File: src/rtl/stopwatch_pkg.sv
// Shared definitions for the stopwatch controller: FSM state encoding and BCD constants.
package stopwatch_pkg;

    typedef enum logic [1:0] {
        ST_IDLE  = 2'd0,
        ST_RUN   = 2'd1,
        ST_LAP   = 2'd2,
        ST_PAUSE = 2'd3
    } state_t;

    localparam logic [7:0] BCD_WRAP = 8'h99;

    // The time base and the counter only advance in these states.
    function automatic logic is_counting(input state_t s);
        return (s == ST_RUN) || (s == ST_LAP);
    endfunction

endpackage

File: src/rtl/btn_cond.sv
// Pushbutton conditioner: 2-FF synchronizer, stable-level debounce and rising-edge detect,
// producing a one-cycle press pulse.
module btn_cond #(
    parameter int DEB_CYCLES = 100000
) (
    input  logic clk,
    input  logic reset,
    input  logic i_btn,
    output logic o_press
);

    localparam int              CW       = (DEB_CYCLES > 1) ? $clog2(DEB_CYCLES) : 1;
    localparam logic [CW-1:0]   DEB_LAST = CW'(DEB_CYCLES - 1);

    logic          r_sync1;
    logic          r_sync2;
    logic          r_stable;
    logic          r_prev;
    logic          r_armed;
    logic [1:0]    r_fill;
    logic [CW-1:0] r_cnt;

    // NOTE: asynchronous reset sits in the sensitivity list; every register here is
    // cleared immediately, independent of clk.
    always_ff @(posedge clk or posedge reset) begin
        if (reset) begin
            r_sync1  <= 1'b0;
            r_sync2  <= 1'b0;
            r_stable <= 1'b0;
            r_prev   <= 1'b0;
            r_armed  <= 1'b0;
            r_fill   <= 2'b00;
            r_cnt    <= '0;
        end else begin
            r_sync1 <= i_btn;
            r_sync2 <= r_sync1;
            r_prev  <= r_stable;

            // A button held through reset must be seen released before any press counts;
            // r_fill marks when r_sync2 carries a real sample rather than its reset value.
            r_fill <= {r_fill[0], 1'b1};
            if (r_fill[1] && !r_sync2) begin
                r_armed <= 1'b1;
            end

            if (r_sync2 == r_stable) begin
                r_cnt <= '0;
            end else if (r_cnt == DEB_LAST) begin
                r_stable <= r_sync2;
                r_cnt    <= '0;
            end else begin
                r_cnt <= r_cnt + CW'(1);
            end
        end
    end

    assign o_press = r_stable & ~r_prev & r_armed;

endmodule

File: src/rtl/stopwatch_ctrl.sv
// Stopwatch controller: button conditioning, IDLE/RUN/LAP/PAUSE FSM, 10 Hz prescaler,
// lap capture and registered display mux driving an external two-digit BCD counter.
module stopwatch_ctrl
    import stopwatch_pkg::*;
#(
    parameter int TICK_DIV   = 1000000,
    parameter int DEB_CYCLES = 100000
) (
    input  logic       clk,
    input  logic       reset,
    input  logic       btn_ss,
    input  logic       btn_lc,
    input  logic [7:0] count_in,
    output logic       cnt_en,
    output logic       cnt_clr,
    output logic [7:0] disp,
    output logic       running,
    output logic       lap_active,
    output logic       wrap
);

    localparam int            PW        = (TICK_DIV > 1) ? $clog2(TICK_DIV) : 1;
    localparam logic [PW-1:0] TICK_LAST = PW'(TICK_DIV - 1);

    logic          w_ss_p;
    logic          w_lc_p;
    logic          w_tick;

    state_t        r_state;
    logic [PW-1:0] r_presc;
    logic [7:0]    r_lap;
    logic [7:0]    r_disp;
    logic          r_cnt_en;
    logic          r_cnt_clr;
    logic          r_wrap;
    logic          r_running;
    logic          r_lap_active;

    btn_cond #(.DEB_CYCLES(DEB_CYCLES)) u_ss (
        .clk     (clk),
        .reset   (reset),
        .i_btn   (btn_ss),
        .o_press (w_ss_p)
    );

    btn_cond #(.DEB_CYCLES(DEB_CYCLES)) u_lc (
        .clk     (clk),
        .reset   (reset),
        .i_btn   (btn_lc),
        .o_press (w_lc_p)
    );

    assign w_tick = is_counting(r_state) && (r_presc == TICK_LAST);

    always_ff @(posedge clk or posedge reset) begin
        if (reset) begin
            r_state      <= ST_IDLE;
            r_presc      <= '0;
            r_lap        <= 8'h00;
            r_disp       <= 8'h00;
            r_cnt_en     <= 1'b0;
            r_cnt_clr    <= 1'b0;
            r_wrap       <= 1'b0;
            r_running    <= 1'b0;
            r_lap_active <= 1'b0;
        end else begin
            r_cnt_en  <= w_tick;
            r_wrap    <= w_tick && (count_in == BCD_WRAP);
            r_cnt_clr <= 1'b0;
            r_disp    <= (r_state == ST_LAP) ? r_lap : count_in;

            if (!is_counting(r_state) || w_tick) begin
                r_presc <= '0;
            end else begin
                r_presc <= r_presc + PW'(1);
            end

            // NOTE: the transitions below issue later non-blocking assignments to
            // r_presc/r_cnt_clr; the last one in the block wins, overriding the defaults.
            // Start/stop always takes priority over a simultaneous lap/clear press.
            case (r_state)
                ST_IDLE: begin
                    if (w_ss_p) begin
                        r_state   <= ST_RUN;
                        r_running <= 1'b1;
                    end
                end
                ST_RUN: begin
                    if (w_ss_p) begin
                        r_state   <= ST_PAUSE;
                        r_presc   <= '0;
                        r_running <= 1'b0;
                    end else if (w_lc_p) begin
                        r_state      <= ST_LAP;
                        r_lap        <= count_in;
                        r_lap_active <= 1'b1;
                    end
                end
                ST_LAP: begin
                    if (w_ss_p) begin
                        r_state      <= ST_PAUSE;
                        r_presc      <= '0;
                        r_running    <= 1'b0;
                        r_lap_active <= 1'b0;
                    end else if (w_lc_p) begin
                        r_state      <= ST_RUN;
                        r_lap_active <= 1'b0;
                    end
                end
                ST_PAUSE: begin
                    if (w_ss_p) begin
                        r_state   <= ST_RUN;
                        r_running <= 1'b1;
                    end else if (w_lc_p) begin
                        r_state   <= ST_IDLE;
                        r_cnt_clr <= 1'b1;
                    end
                end
                default: begin
                    r_state      <= ST_IDLE;
                    r_running    <= 1'b0;
                    r_lap_active <= 1'b0;
                end
            endcase
        end
    end

    assign cnt_en     = r_cnt_en;
    assign cnt_clr    = r_cnt_clr;
    assign disp       = r_disp;
    assign running    = r_running;
    assign lap_active = r_lap_active;
    assign wrap       = r_wrap;

endmodule

File: config.mk
export PLATFORM = sky130hd
export DESIGN_NAME = stopwatch_ctrl
export DESIGN_NICKNAME = d
export VERILOG_FILES = /design/src/rtl/stopwatch_pkg.sv /design/src/rtl/btn_cond.sv /design/src/rtl/stopwatch_ctrl.sv
export SDC_FILE = /design/constraint.sdc
export NUM_CORES = 1
export LEC_CHECK = 0
export BUFFER_PORTS_ARGS = -buffer_cell sky130_fd_sc_hd__buf_2
export CAP_MARGIN = 25
export CORE_UTILIZATION = 54
export DETAILED_ROUTE_END_ITERATION = 7
export PLACE_DENSITY = 0.76
export SYNTH_ARGS = -nofsm -noshare
export SYNTH_HDL_FRONTEND = slang
export SYNTH_SLANG_ARGS = --single-unit
File: constraint.sdc
create_clock -name clk -period 2.65 [get_ports clk]
set_input_delay 0.53 -clock clk [delete_from_list [all_inputs] [get_ports clk]]
set_output_delay 0.53 -clock clk [all_outputs]
set_load 0.05 [all_outputs]
==> metrics.csv, run 1 <==
stage,metric,value,unit
run_status,status,"complete, no violations",
yosys,gate count of the mapped netlist,373,
placed_design,Post-Place Cells,491,
clock_tree,# resized after CTS,0,
clock_tree,post-CTS setup repair buffer count,0,
clock_tree,Clock Tree Buf Depth,2,
power_and_ir_drop,power per cell area,518.8,nW/um2
global_routing,gr ovfl total,0,
finish,most frequent cells in the layout,"dfrtp_1, nor2_1, buf_2",
floorplan,Ports,25,
timing,fin. max-slew vios,0,
clock_tree,total clock sinks,89,
setup_path,Critical R2R Capture,r_state[0],
setup_path,Critical Path End Type,register,
global_routing,largest net degree at the start of global routing,38,
floorplan,die width,89.54,um
setup_path,element type at the critical path start,register,
finish,area delta synth->final,9.979,%
route,routed len/inst,14.10,um
setup_path,WS Path Type,reg2reg,
clock_tree,post-cts hold buffer count,0,
power_and_ir_drop,VDD IR max,0.2663,mV
yosys,"top cells by area, synth","dfrtp_1, xor2_1, nor2_1",
route,DRT Wirelength,7148,um
finish,Multi-input gate area,1827,um2
timing,Rel. slew slack,54.74,%
finish,n_diodes,0,
yosys,Synth top area share,53.83,%
floorplan,starting density of the core,56.44,%
timing,Final Hold Viols,0,
finish,fillers,580,
timing,fin crit share,77.51,%
clock_tree,CTS tree,done,
global_routing,first-pass GRT wire length,12300,um
clock_tree,root buffer cell,clkbuf_8,
finish,Util after Layout,62.08,%
floorplan,core area,7331,um2
setup_path,Worst Path Max Fanout,11,
yosys,Synth Area per Inst,11.09,um2
clock_tree,clock slew at reported path FFs,0.09,ns
setup_path,R2R setup slack,0.60,ns
job,Max-cap violations,0,
finish,layout cells sized above 1,18.63,%
timing,Final min period,2.054,ns
global_routing,vias in the first global route,2753,
yosys,"Seq/Total Area, Yosys",53.83,%
floorplan,Die ar.,8017,um2
finish,Finished Layout Cells,507,
route,Vias,2799,
clock_tree,clk_lat worst skew,0.36,ns
timing,clk_skew,0.01205,ns
power_and_ir_drop,Static Leak,1.939,nW
clock_tree,clock buffer count from CTS,9,
yosys,syn nets,393,
timing,Tightest Pin Transition,0.6788,ns
route,Avg Vias per Cell,5.521,
route,drt initial violations,87,
global_routing,gr usage total,20.23,%
setup_path,r2r startpoint,r_state[0],
placed_design,GPL Wtd Cong,0.7928,
yosys,Synth Flop Type,dfrtp_1,
floorplan,die height,89.54,um
hold_path,Worst Hold Class,in2async,
setup_path,data required time of the worst path,2.89,ns
setup_path,"Data arrival, critical path",2.30,ns
yosys,register bit total from synthesis,89,
placed_design,hpwl dp,4945,um
yosys,"EDFF count, synth",0,
timing,# setup viols final,0,
timing,setup tns final,0,ns
route,ANT nets after route,0,
route,drt drc,0,
finish,register cell area after layout,2227,um2
yosys,synth warn,0,
yosys,"Distinct cells, synth",49,
yosys,Post-synth ARST share,100.0,%
timing,RSZ-0062 raised after global routing,no,
setup_path,FF-to-FF path depth,6,
yosys,Post-Syn Area,4138,um2
clock_tree,CTS H-tree lvls,3,
yosys,Synth area leader,dfrtp_1,
route,first-pass detailed-route iteration total,4,
finish,"commonest non-fill, non-tap cell in the layout",dfrtp_1,
placed_design,IO Port Bufs,24,
finish,Final #Nets,423,
timing,fmax,486.8,MHz
global_routing,initial antenna violation count,0,
floorplan,# rows,31,
-- report_power, final --
group          internal (W)  leakage (nW)  switching [W]  total, W
combinational     0.0000331         0.673      0.0000779  0.000111
clock              0.000368        0.0887       0.000486  0.000854
sequential          0.00138          1.18      0.0000150   0.00140
-- critical path, stage by stage (launching register included) --
cell	delay, ns
dfrtp_1	0.41
inv_1	0.12
ha_1	0.37
or3_1	0.45
a211oi_1	0.31
nor3b_1	0.22
a21oi_1	0.06
-- kinds of logic (layout without fill, tap and decap cells) --
group | count (synthesis) | in the layout | synth area share [%]
other | 1 | 1 | 0.09063
and+or+nand+nor | 164 | 164 | 22.86
xor gates and xnor gates | 43 | 43 | 9.102
adders and majority gates | 8 | 8 | 2.419
muxes | 16 | 16 | 4.354
buffers and inverters | 18 | 53 | 2.026
AOI/OAI and AO/OA | 34 | 34 | 5.322
DFF | 89 | 89 | 53.83
-- area by class of cell --
cell class | instances | share of cell area, %
multi-input combinational | 266 | 40.14
sequential | 89 | 48.94
clock buffer | 10 | 3.024
clock inverter | 6 | 0.9348
inverter | 11 | 0.9898
tap | 99 | 2.722
timing repair buffer | 26 | 3.244
-- cells in the mapped netlist (4+ instances only) --
cell and count:
and4_1 8, buf_2 4, nor2_1 50, and3_1 4, xnor2_1 21, nor4bb_1 4, mux2_2 16, xor2_1 22
nor3_1 8, nand3_1 16, o21ai_0 9, inv_1 11, nand4_1 13, nor4_1 7, o31ai_1 5, nand2_1 21
dfrtp_1 89, a21oi_1 7, ha_1 8
-- sequential cells by signal, indices dropped and copies added (netlist names), 2 cells and up --
name,count
u_ss.r_cnt,17
u_lc.r_cnt,17
r_state,2
u_lc.r_fill,2
r_lap,8
disp,8
r_presc,20
-- how the worst max path moves through the flow --
| stage | endpoint | cells after the start | from |
|---|---|---|---|
| global placement | r_presc[14] | 5 | r_presc[0] |
| CTS | r_state[0] | 6 | r_state[0] |
| detailed placement | r_state[0] | 6 | r_state[0] |
| finish | r_state[0] | 6 | r_state[0] |
| floorplan | r_state[0] | 6 | r_state[0] |
| global route | r_state[0] | 6 | r_state[0] |
-- layer usage --
| layer | vias to the layer above | track usage [%] | routed length [um] |
|---|---|---|---|
| met5 | - | 0 | 0 |
| met4 | 0 | 9.091 | 121 |
| met3 | 10 | 3.324 | 193 |
| met2 | 51 | 34.70 | 3512 |
| met1 | 1366 | 25.23 | 3320 |
| li1 | 1372 | - | - |
-- through the flow --
step / setup slack [ns] / hold slack [ns] / total power, W / instance area, um2
global placement: 0.7108 / 0.3325 / 0.001533 / 4370
floorplan: 0.9880 / 0.3312 / 0.001498 / 4141
CTS: 0.5929 / 0.1912 / 0.002383 / 4551
detailed placement: 0.6378 / 0.3347 / 0.001538 / 4370
global route: 0.4702 / 0.2176 / 0.002449 / 4551
finish: 0.5959 / 0.1779 / 0.002361 / 4551
Power figures use the tool's default switching activity.
==> inputs of run 2 (changes only) <==
--- a/config.mk
+++ b/config.mk
@@ -7,9 +7,9 @@
 export LEC_CHECK = 0
 export BUFFER_PORTS_ARGS = -buffer_cell sky130_fd_sc_hd__buf_2
 export CAP_MARGIN = 25
-export CORE_UTILIZATION = 54
+export CORE_UTILIZATION = 55
 export DETAILED_ROUTE_END_ITERATION = 7
-export PLACE_DENSITY = 0.76
+export PLACE_DENSITY = 0.74
 export SYNTH_ARGS = -nofsm -noshare
 export SYNTH_HDL_FRONTEND = slang
 export SYNTH_SLANG_ARGS = --single-unit
==> constraint.sdc (replaced) <==
create_clock -name clk -period 1.9 [get_ports clk]
set_input_delay 0.38 -clock clk [delete_from_list [all_inputs] [get_ports clk]]
set_output_delay 0.38 -clock clk [all_outputs]
set_load 0.05 [all_outputs]
==> metrics.csv, run 2 (synthesized netlist as in run 1, its figures left out) <==
stage,metric,value,unit,change
power_and_ir_drop,total power,0.003607,W,+53%
setup_path,r2r startpoint,r_state[0],,
power_and_ir_drop,switching share of power,22.33,%,-2.2 points
setup_path,FF-to-FF path depth,6,,unchanged
timing,fin crit share,94.81,%,+17 points
setup_path,Setup crit start,r_state[0],,
timing,clk_skew,0.01276,ns,+0.0007129 ns
timing,Final min period,1.801,ns,-0.2528 ns
global_routing,first-pass GRT wire length,13420,um,+9.1%
power_and_ir_drop,sequential share of power,54.0,%,-5.1 points
route,ANT nets after route,0,,unchanged
finish,fillers,565,,-2.6%
clock_tree,clock buffer count from CTS,9,,unchanged
power_and_ir_drop,Psw,0.0008057,W,+39%
clock_tree,root buffer cell,clkbuf_8,,
finish,Largest register FFs,20,,unchanged
floorplan,starting density of the core,57.05,%,+0.60 points
finish,most frequent cells in the layout,"dfrtp_1, nor2_1, buf_2",,
timing,Tightest Pin Transition,0.5579,ns,-0.1209 ns
route,DRT Wirelength,7627,um,+6.7%
clock_tree,CTS tree,done,,
timing,fmax,555.2,MHz,+14%
power_and_ir_drop,Logic pwr share,4.6,%,about the same
power_and_ir_drop,clock power share,41.4,%,+5.2 points
finish,Final #Nets,432,,+2.1%
floorplan,# rows,31,,unchanged
route,Avg Vias per Cell,5.537,,+0.29%
global_routing,gr usage total,22.52,%,+2.3 points
hold_path,Worst Hold Class,in2async,,
floorplan,die width,88.74,um,-0.89%
setup_path,Worst Path Max Fanout,5,,-6
clock_tree,CTS H-tree lvls,3,,unchanged
timing,Final Hold Viols,0,,unchanged
power_and_ir_drop,power per cell area,767.4,nW/um2,+48%
job,Max-cap violations,0,,unchanged
power_and_ir_drop,Int Power,0.002802,W,+57%
route,drt drc,0,,unchanged
global_routing,gr ovfl total,0,,unchanged
placed_design,hpwl dp,5351,um,+8.2%
setup_path,data required time of the worst path,2.15,ns,-0.74 ns
finish,n_diodes,0,,unchanged
setup_path,R2R setup slack,0.1,ns,-0.50 ns
power_and_ir_drop,Static Leak,2.017,nW,+4.0%
timing,fin. max-slew vios,0,,unchanged
timing,setup tns final,0,ns,unchanged
finish,layout cells sized above 1,21.58,%,+3.0 points
floorplan,Die ar.,7874,um2,-1.8%
clock_tree,Clock Tree Buf Depth,2,,unchanged
route,first-pass detailed-route iteration total,6,,+2
route,routed len/inst,14.78,um,+4.8%
clock_tree,total clock sinks,89,,unchanged
floorplan,core area,7253,um2,-1.1%
setup_path,crit path to,r_state[0],,
run_status,status,"complete, no violations",,
timing,Rel. slew slack,62.73,%,+8.0 points
global_routing,vias in the first global route,2969,,+7.8%
setup_path,WS Path Type,reg2reg,,
clock_tree,clk_lat worst skew,0.36,ns,about the same
placed_design,IO Port Bufs,24,,unchanged
clock_tree,post-cts hold buffer count,0,,unchanged
timing,RSZ-0062 raised after global routing,no,,
global_routing,initial antenna violation count,0,,unchanged
setup_path,element type at the critical path start,register,,
clock_tree,clock slew at reported path FFs,0.09,ns,about the same
finish,largest registers,"r_presc: 20 flops, u_lc.r_cnt: 17 flops, u_ss.r_cnt: 17 flops",,
floorplan,Ports,25,,unchanged
setup_path,Critical Path End Type,register,,
power_and_ir_drop,VDD IR max,0.4821,mV,+81%
floorplan,die height,88.74,um,-0.89%
timing,# setup viols final,0,,unchanged
finish,"commonest non-fill, non-tap cell in the layout",dfrtp_1,,
route,Vias,2857,,+2.1%
finish,Reg with most FFs,r_presc,,
clock_tree,post-CTS setup repair buffer count,0,,unchanged
setup_path,"Data arrival, critical path",2.05,ns,-0.25 ns
placed_design,GPL Wtd Cong,0.8467,,+6.8%
finish,area delta synth->final,13.61,%,
route,drt initial violations,91,,+4.6%
global_routing,largest net degree at the start of global routing,39,,+2.6%
setup_path,Critical R2R Capture,r_state[0],,
run 2: cell types whose count changed in the layout (fill, tap and decap cells not counted), sizes merged:
cell      change
buf           +9
bufinv        +2
clkinvlp      -2
clkbuf        +1
clkinv        -1
run 2: area by class of cell:
type / count / area [um2] / share of cell area [%]
flip-flops and latches: 89 / 2228 / 47.40
multi-input cells: 266 / 1838 / 39.10
repair buffers: 35 / 227.7 / 4.844
clock buffers: 11 / 151.4 / 3.221
well taps: 99 / 123.9 / 2.635
clock inverters: 5 / 86.33 / 1.837
inverters: 11 / 45.04 / 0.9582
run 2: worst max-delay path, stage by stage (launching register included):
cell and delay [ns]:
dfrtp_1 0.43, inv_2 0.10, ha_1 0.23, or3_1 0.42, a211oi_2 0.26, nor3b_2 0.20
a21oi_1 0.06
run 2: metrics by stage:
step / util (%) / area [um2] / worst slack, ns / hold WS [ns] / cells
6_report: 64.81 / 4701 / 0.09870 / 0.06746 / 516
4_1_cts: 64.71 / 4693 / 0.05352 / 0.06351 / 516
3_5_place_dp: 61.36 / 4451 / 0.06341 / 0.3347 / 500
2_1_floorplan: - / 4141 / 0.2380 / 0.3312 / 373
5_1_grt: 64.81 / 4701 / 0.03856 / 0.09197 / 516
3_3_place_gp: 61.36 / 4451 / 0.1755 / 0.3331 / 500
run 2: what timing repair did:
item | CTS | global route
pin swaps | 0 | 0
endpoints found under the setup margin | 1 | 2
gates resized for setup | 1 | 4
run 2: per-layer routing:
metal	vias to the layer above	routed length (um)	track usage, %
li1	1384	-	-
met1	1405	3561	28.54
met2	52	3675	37.62
met3	16	231	4.851
met4	0	158	9.238
met5	-	0	0
run 2: power groups by stage:
stage	Clock [W]	Sequential (W)	Combinational [W]
global placement	0	0.00198	0.000164
finish	0.00149	0.00195	0.000166
global route	0.00162	0.00195	0.000190
floorplan	0	0.00201	0.0000774
CTS	0.00154	0.00195	0.000170
detailed placement	0	0.00199	0.000170
run 2: worst min path at each step:
stage / depth (start not counted) / from / endpoint / slack, ns
2_1_floorplan: 0 / u_lc.r_fill[0] / u_lc.r_fill[1] / 0.33
3_3_place_gp: 0 / u_ss.r_sync1 / u_ss.r_sync2 / 0.33
3_5_place_dp: 0 / u_lc.r_sync1 / u_lc.r_sync2 / 0.33
4_1_cts: 2 / reset / u_lc.r_fill[0] / 0.06
5_1_grt: 2 / reset / u_lc.r_cnt[8] / 0.09
6_report: 2 / reset / r_presc[14] / 0.07
